**src/rtl/gauss3x3_stream.sv**
```systemverilog
// gauss3x3_stream
// Streaming 3x3 Gaussian smoothing (kernel 1 2 1 / 2 4 2 / 1 2 1, /16) over a
// raster-order 8-bit pixel stream. Two line buffers plus a 3x3 window give a
// single-pass filter. Only interior pixels are emitted: one output per accepted
// pixel with row>=2 and col>=2, for the centre (col-1,row-1), 2 cycles later.
//
// Optional build macro:
//   GAUSS_ROUND_EN  defined   -> pix_out = (sum+8)>>4 (round half up)
//                   undefined -> pix_out = sum>>4      (truncate)
//
// Ports:
//   clk            sole clock, rising edge
//   rst_n          asynchronous active-low reset
//   pix_in         input pixel, raster order
//   pix_in_valid   pix_in accepted on this rising edge
//   sof            with pix_in_valid: accepted pixel is (0,0)
//   pix_out        filtered pixel
//   pix_out_valid  pix_out valid this cycle
//   frame_done     pulses with the output for centre (IMG_W-2, IMG_H-2)
module gauss3x3_stream #(
  parameter int IMG_W = 256,
  parameter int IMG_H = 256
) (
  input  logic       clk,
  input  logic       rst_n,
  input  logic [7:0] pix_in,
  input  logic       pix_in_valid,
  input  logic       sof,
  output logic [7:0] pix_out,
  output logic       pix_out_valid,
  output logic       frame_done
);

  localparam int CW = (IMG_W > 1) ? $clog2(IMG_W) : 1;
  localparam int RW = (IMG_H > 1) ? $clog2(IMG_H) : 1;
  localparam logic [CW-1:0] COL_LAST = CW'(IMG_W - 1);
  localparam logic [RW-1:0] ROW_LAST = RW'(IMG_H - 1);
  localparam logic [CW-1:0] COL_TWO  = CW'(2);
  localparam logic [RW-1:0] ROW_TWO  = RW'(2);

  logic [CW-1:0] col, col_eff;
  logic [RW-1:0] row, row_eff;

  // Line buffers: lb1 holds row-1, lb2 holds row-2, indexed by column.
  logic [7:0] lb1 [IMG_W];
  logic [7:0] lb2 [IMG_W];

  // Window columns, index 2 is the newest (current col), 0 the oldest.
  logic [7:0] w_top [3];
  logic [7:0] w_mid [3];
  logic [7:0] w_bot [3];

  logic        v0, last0;
  logic        v1, last1;
  logic [11:0] sum_c, sum1;
  logic [7:0]  q_c;

  // sof forces the accepted pixel to (0,0); counters continue from there.
  always_comb begin
    col_eff = col;
    row_eff = row;
    if (sof) begin
      col_eff = '0;
      row_eff = '0;
    end
  end

  always_ff @(posedge clk or negedge rst_n) begin
    if (!rst_n) begin
      col <= '0;
      row <= '0;
    end else if (pix_in_valid) begin
      if (col_eff == COL_LAST) begin
        col <= '0;
        row <= (row_eff == ROW_LAST) ? '0 : row_eff + 1'b1;
      end else begin
        col <= col_eff + 1'b1;
        row <= row_eff;
      end
    end
  end

  // Line buffers and window are data-path storage only; no reset needed.
  always_ff @(posedge clk) begin
    if (pix_in_valid) begin
      lb1[col_eff] <= pix_in;
      lb2[col_eff] <= lb1[col_eff];
      for (int unsigned i = 0; i < 2; i++) begin
        w_top[i] <= w_top[i+1];
        w_mid[i] <= w_mid[i+1];
        w_bot[i] <= w_bot[i+1];
      end
      w_top[2] <= lb2[col_eff];
      w_mid[2] <= lb1[col_eff];
      w_bot[2] <= pix_in;
    end
  end

  // Stage 0 flags travel alongside the window update.
  always_ff @(posedge clk or negedge rst_n) begin
    if (!rst_n) begin
      v0    <= 1'b0;
      last0 <= 1'b0;
    end else begin
      v0    <= pix_in_valid && (row_eff >= ROW_TWO) && (col_eff >= COL_TWO);
      last0 <= pix_in_valid && (row_eff == ROW_LAST) && (col_eff == COL_LAST);
    end
  end

  always_comb begin
    sum_c = 12'(w_top[0]) + {3'b0, w_top[1], 1'b0} + 12'(w_top[2])
          + {3'b0, w_mid[0], 1'b0} + {2'b0, w_mid[1], 2'b0} + {3'b0, w_mid[2], 1'b0}
          + 12'(w_bot[0]) + {3'b0, w_bot[1], 1'b0} + 12'(w_bot[2]);
  end

  always_ff @(posedge clk or negedge rst_n) begin
    if (!rst_n) begin
      sum1  <= '0;
      v1    <= 1'b0;
      last1 <= 1'b0;
    end else begin
      sum1  <= sum_c;
      v1    <= v0;
      last1 <= last0;
    end
  end

  // Max sum is 4080, so sum+8 still fits in 12 bits.
  always_comb begin
`ifdef GAUSS_ROUND_EN
    q_c = 8'((sum1 + 12'd8) >> 4);
`else
    q_c = 8'(sum1 >> 4);
`endif
  end

  always_ff @(posedge clk or negedge rst_n) begin
    if (!rst_n) begin
      pix_out       <= '0;
      pix_out_valid <= 1'b0;
      frame_done    <= 1'b0;
    end else begin
      pix_out_valid <= v1;
      frame_done    <= last1;
      if (v1) pix_out <= q_c;
    end
  end

endmodule
```
**config.mk**
```make
export PLATFORM = sky130hd
export DESIGN_NAME = gauss3x3_stream
export DESIGN_NICKNAME = d
export VERILOG_FILES = /design/src/rtl/gauss3x3_stream.sv
export SDC_FILE = /design/constraint.sdc
export NUM_CORES = 2
export LEC_CHECK = 0
export CAP_MARGIN = 20
export CELL_PAD_IN_SITES_DETAIL_PLACEMENT = 1
export CELL_PAD_IN_SITES_GLOBAL_PLACEMENT = 1
export CORE_MARGIN = 10
export CORE_UTILIZATION = 35
export CTS_BUF_LIST = sky130_fd_sc_hd__clkbuf_8 sky130_fd_sc_hd__clkbuf_16
export CTS_CLUSTER_DIAMETER = 120
export DETAILED_ROUTE_END_ITERATION = 10
export PLACE_DENSITY = 0.57
export SETUP_SLACK_MARGIN = 0.5
export SYNTH_ARGS = -nofsm -noshare
export SYNTH_HDL_FRONTEND = slang
export SYNTH_MEMORY_MAX_BITS = 65536
export SYNTH_SLANG_ARGS = --single-unit
```
**constraint.sdc**
```tcl
create_clock -name clk -period 28.4 [get_ports clk]
set_input_delay 5.68 -clock clk [delete_from_list [all_inputs] [get_ports clk]]
set_output_delay 5.68 -clock clk [all_outputs]
set_load 0.01 [all_outputs]
```
# ---- After elaboration in Yosys (flattened, before gate mapping)
# Memory sizes are Yosys's and may differ from the RTL's.
# Index checks and enable logic that the tools add are counted.
dict set report totals {
  mem_bits_rw 4168
  in_bits 12
  reg_bits 42
  n_memories 5
}
# name words word_bits read_ports rd_ports_with_merged_regs write_ports line
set memory_table {}
lappend memory_table {lb1 256 8 1 0 1 45} ;# logic [7:0] lb1 [IMG_W];
lappend memory_table {lb2 256 8 1 0 1 46} ;# logic [7:0] lb2 [IMG_W];
lappend memory_table {w_bot 3 8 3 0 3 51} ;# logic [7:0] w_bot [3];
lappend memory_table {w_mid 3 8 3 0 3 50} ;# logic [7:0] w_mid [3];
lappend memory_table {w_top 3 8 3 0 3 49} ;# logic [7:0] w_top [3];
dict set report op_classes {
  n_eq_ne 2
  n_mux 7
  magnitude_cmp 2
  addsub 10
  n_reduce_logical 4
}
# operator count
set ops {}
lappend ops {{2-to-1 mux 8 bit} 5}
lappend ops {{adder 12 x 8 -> 12 bit} 2}
lappend ops {{adder 12 x 9 -> 12 bit} 2}
lappend ops {{adder 8 x 1 -> 8 bit (second input constant)} 2}
lappend ops {{equality test 8 bit (second input constant)} 2}
lappend ops {{>= comparator 8 x 2 -> 1 bit (second input constant)} 2}
lappend ops {{adder 11 x 9 -> 12 bit} 1}
lappend ops {{adder 12 x 10 -> 12 bit} 1}
lappend ops {{adder 10 x 8 -> 11 bit} 1}
lappend ops {{adder 8 x 9 -> 10 bit} 1}
lappend ops {{logical AND 1 bit} 4}
lappend ops {{2-to-1 mux 1 bit} 2}

# ---- Longest topological paths before layout
dict set report logic_depth {
  ltp_word 8
  ltp_mapped 17
  depth_no_buf 17
}

# ---- Worst setup path before layout
# No wires, ideal clock.
dict set report synth_path {
  path_type {input to register}
  from {input sof}
  to {memory lb2[0][4], data pin}
  path_slack_ns 1.699
  cell_stages 12
  setup_ns 3.379
  required_time_ns 25.021
  arrival_ns 23.322
  path_cell_list {nand2b_1 buf_4 inv_2 buf_6 buf_2 buf_2 nand2_1 a311oi_1 nor4_1 o221ai_1 nor2_1 o311ai_0}
}
dict set report synth_between {
  elab_chain_cells 2
}
# item line
set synth_lines {}
lappend synth_lines {{from (decl)} 28} ;# input logic sof,
lappend synth_lines {{2-to-1 mux 8 bit} 62} ;# if (sof) begin
lappend synth_lines {{memory read (256 x 8 bit)} -}
lappend synth_lines {{to (decl)} 46}
# Every way passes these cells.

# ---- Worst setup path after layout
dict set report layout_path {
  from {input sof}
  to {memory lb2[51][6], data pin}
}
# The elaborated chain is that of the path after synthesis.

==> metrics.md <==
| Metric | Value |
|---|---|
| Result of the run | completed |
| Yosys warning count | 0 |
| Width of the die | a little over 700 um |
| Cell with the most instances on the worst path | sky130_fd_sc_hd__buf_4 |
| Routed length on met1 | approximately 250000 um |
| Max layer used | met5 |
| Final cycle utilization of the critical path | ~46% |
| Seq/Total Area, Yosys | 75.4% |
| Final critical path time including I/O delays and setup | ~13000 ps |
| Maximum number of pins on one net before global-route repair | between 150 and 200 |
| Largest driver fanout on the critical path | between 100 and 150 |
| Final Max Slew Viols | 0 |
| CTS tree | built |
| WHS | ~360 ps |
| Sequential standard cell area | roughly 130000 um2 |
| Post-DRT Antenna Nets | 0 |
| Max cap viols | 0 |
| Post-CTS setup buffer count | 0 |
| Detail-routed via count per cell | about 5.7 |
| Total DRC errors in the routed layout | 0 |
| Final number of setup-violating endpoints | 0 |
| Number of different library cells in the post-synthesis netlist | 64 |
| Number of I/O port buffers | 21 |
| Synth-to-layout area growth | 14.8% |
| Share of layout cells above drive strength 1 | around 14% |
| Number of synthesized flops with an enable pin | around 4200 |
| Peak Freq | ~76 MHz |
| Via count of the first global-routing pass | around 110k |
| Crit-path slowest cell | sky130_fd_sc_hd__buf_4 |
| Clock transition at the registers of the reported paths | 60 ps |
| Cell types occupying the most area after synthesis | sky130_fd_sc_hd__edfxtp_1, sky130_fd_sc_hd__nand2_1, sky130_fd_sc_hd__a311oi_1 |
| Flops & latches, synth | about 4200 |
| Slowest stage delay, CP | 820 ps |
| Classification of the worst-slack hold path | reg2reg |
| PD cells | ~78 nW/um2 |
| Setup tns final | 0 ps |
| TritonCTS buffer count | between 400 and 500 |
| Routed length per instance | 31.8 um |
| TritonCTS Sinks | approximately 4200 |
| Setup repair after global routing missed its margin | false |
| Fin nets | 11500 |
| Initial Utilization | about a third |
| Number of levels in the clock H-tree | 5 |
| DIE AREA | about 510000 um2 |
| # fillers | roughly 48000 |
| Number of buffers on the longest clock path | 4 |
| Fraction of synthesized cell area taken by the top area cell type | between 70% and 80% |
| Floorplan core area | between 400000 and 500000 um2 |
| Antenna violations before repair | 38 |
| Most common cell in the netlist | sky130_fd_sc_hd__edfxtp_1 |
| Worst path bufs/invs | 9 |
| Static leakage | about 60 nW |
| Number of nets produced by synthesis | 11300 |
| Number of violations reported at the end of detailed-routing iteration 0 | between 10000 and 15000 |
| Detailed Place HPWL | 334000 um |
| CTS hold repair buffers | 0 |
| Overall via count from detail_route | around 100k |
| Final wirelength | 579000 um |
| CP startpoint kind | input port |
| Crit. End Element | register |
| Top cell types by occurrence after synthesis | sky130_fd_sc_hd__edfxtp_1, sky130_fd_sc_hd__nand2_1, sky130_fd_sc_hd__nor2b_1 |
| I/O pin total | 22 |
| Wire length of the first global-routing pass | between 800000 and 900000 um |
| Cell family with most CP delay | buffers and inverters |
| Worst clock skew | 72.8 ps |
| Count of final hold-check violations | 0 |
| Leading register cell type out of synthesis | sky130_fd_sc_hd__edfxtp_1 |
| Asr flop ratio synth | less than 1% |
| Sum of met3 wire segment lengths after detailed routing | between 40000 and 50000 um |
| Post-Synthesis Cell Area | ~170000 um2 |
| Library cell occupying the most area in the post-synthesis netlist | sky130_fd_sc_hd__edfxtp_1 |
| Worst EP arrival | between 10000 and 15000 ps |
| Combined area of the multi-input logic cells | ~38000 um2 |
| Required time of the critical path | between 20000 and 30000 ps |
| CTS Root Buffer Type | sky130_fd_sc_hd__clkbuf_16 |
| Gate count after technology mapping | 11200 |
| Met2 wire len | between 200000 and 300000 um |
| Count of cells resized by post-cts repair | 0 |
| Aggregate global-route resource usage | a little over a fifth |
| Syn avg cell area | ~15 um2 |
| Chip height | around 700 um |
| DRT Pass-1 Iters | 6 |
| Number of placement rows | approximately 250 |
| Critical path class | in2reg |
| IR Drop Worst-Case VDD | around 0.000055 V |
| Global-route congestion overflow total | 0 |
| Worst slew slack as a fraction of its limit | 15.9% |
| Placer congestion estimate | 0.839 |
| Critical-path cell list | buf_2 -> buf_4 -> nand2b_4 -> inv_8 -> buf_4 -> buf_12 -> buf_4 -> buf_4 -> nand2_1 -> a311oi_1 -> nor4_1 -> o22ai_1 -> nor4_1 -> nand4_1 -> buf_4 -> buf_4 |
| Later-pin clock latency in the skew report | about 1100 ps |
| Worst Tran Pin Value | 1250 ps |
final timing paths:
kind	slack, ps	startpoint	cells past startpoint	endpoint
max in group asynchronous	22830	rst_n	1	col[0]
min in group asynchronous	4800	rst_n	1	pix_out[1]
worst min-delay path	360	v0	0	v1
worst max-delay path	15310	sof	16	lb2[51][6]
worst max register to register	19680	col[0]	14	lb2[51][6]
worst min register to register	360	v0	0	v1
stage by stage:
stage	std cells	power [mW]	util, %	cell area (um2)	setup WS [ps]
6_report	18200	14.9	40.4	192000	15310
5_1_grt	18200	15.4	40.4	192000	14990
4_1_cts	18200	15.0	40.4	192000	15080
3_5_place_dp	17400	9.30	37.4	178000	14020
3_3_place_gp	17300	9.22	37.3	177000	14190
2_1_floorplan	11200	8.49	-	167000	1700
metal layers:
layer | vias to the layer above | global-route usage [%]
li1 | 44100 | -
met1 | 55600 | 30.1
met2 | 3940 | 34.8
met3 | 958 | 3.80
met4 | 14 | 8.59
met5 | - | 0
flip-flops by register name, indices dropped and copies added (netlist names), 8 cells and up:
register  cells
w_bot        24
sum1          8
w_top        24
col           8
row           8
w_mid        24
pix_out       8
lb1        2048
lb2        2048
logic make-up (layout without fill, tap and decap cells):
| kind of cell | Yosys count | count (layout) | synth area share (%) |
|---|---|---|---|
| buf+inv | 955 | 1528 | 2.58 |
| mux | 144 | 144 | 0.964 |
| xor+xnor | 10 | 10 | 0.0523 |
| simple gates | 3630 | 3630 | 9.98 |
| other cells | 0 | 12 | 0 |
| compound gates | 2222 | 2222 | 10.3 |
| fa+ha+maj | 71 | 71 | 0.764 |
| flops | 4206 | 4206 | 75.4 |
layout make-up:
class,count,share of cell area (%)
flip-flops and latches,4206,65.6
multi-input cells,6077,19.9
clock buffers,458,5.94
well taps,6375,4.15
repair buffers,616,2.68
clock inverters,355,1.45
inverters,99,0.198
diodes,12,0.0156
power by group:
part           internal (mW)  total (mW)  switching, mW
combinational          0.517        2.01           1.49
clock                   3.26        5.74           2.48
sequential              7.13        7.16         0.0269
cells in the final DEF, fill, tap and decap left out, types with 18 or more instances in the layout:
master	instances
sky130_fd_sc_hd__clkinv_1	108
sky130_fd_sc_hd__buf_12	18
sky130_fd_sc_hd__buf_4	546
sky130_fd_sc_hd__nor2_2	201
sky130_fd_sc_hd__clkinv_2	69
sky130_fd_sc_hd__o22ai_1	91
sky130_fd_sc_hd__a21oi_1	56
sky130_fd_sc_hd__ha_1	19
sky130_fd_sc_hd__bufinv_16	41
sky130_fd_sc_hd__nor2b_1	903
sky130_fd_sc_hd__fa_1	52
sky130_fd_sc_hd__inv_1	197
sky130_fd_sc_hd__nor4_2	50
sky130_fd_sc_hd__nand2_1	2080
sky130_fd_sc_hd__nor2_1	54
sky130_fd_sc_hd__nor2_4	23
sky130_fd_sc_hd__clkbuf_16	453
sky130_fd_sc_hd__a311oi_1	896
sky130_fd_sc_hd__nand3_1	58
sky130_fd_sc_hd__mux2i_1	52
sky130_fd_sc_hd__nor4_1	177
sky130_fd_sc_hd__edfxtp_1	4168
sky130_fd_sc_hd__o21ai_0	101
sky130_fd_sc_hd__a31oi_1	102
sky130_fd_sc_hd__dfrtp_1	37
sky130_fd_sc_hd__mux2_2	86
sky130_fd_sc_hd__a211oi_1	901
Note: power is estimated with default switching activity, not from simulation.
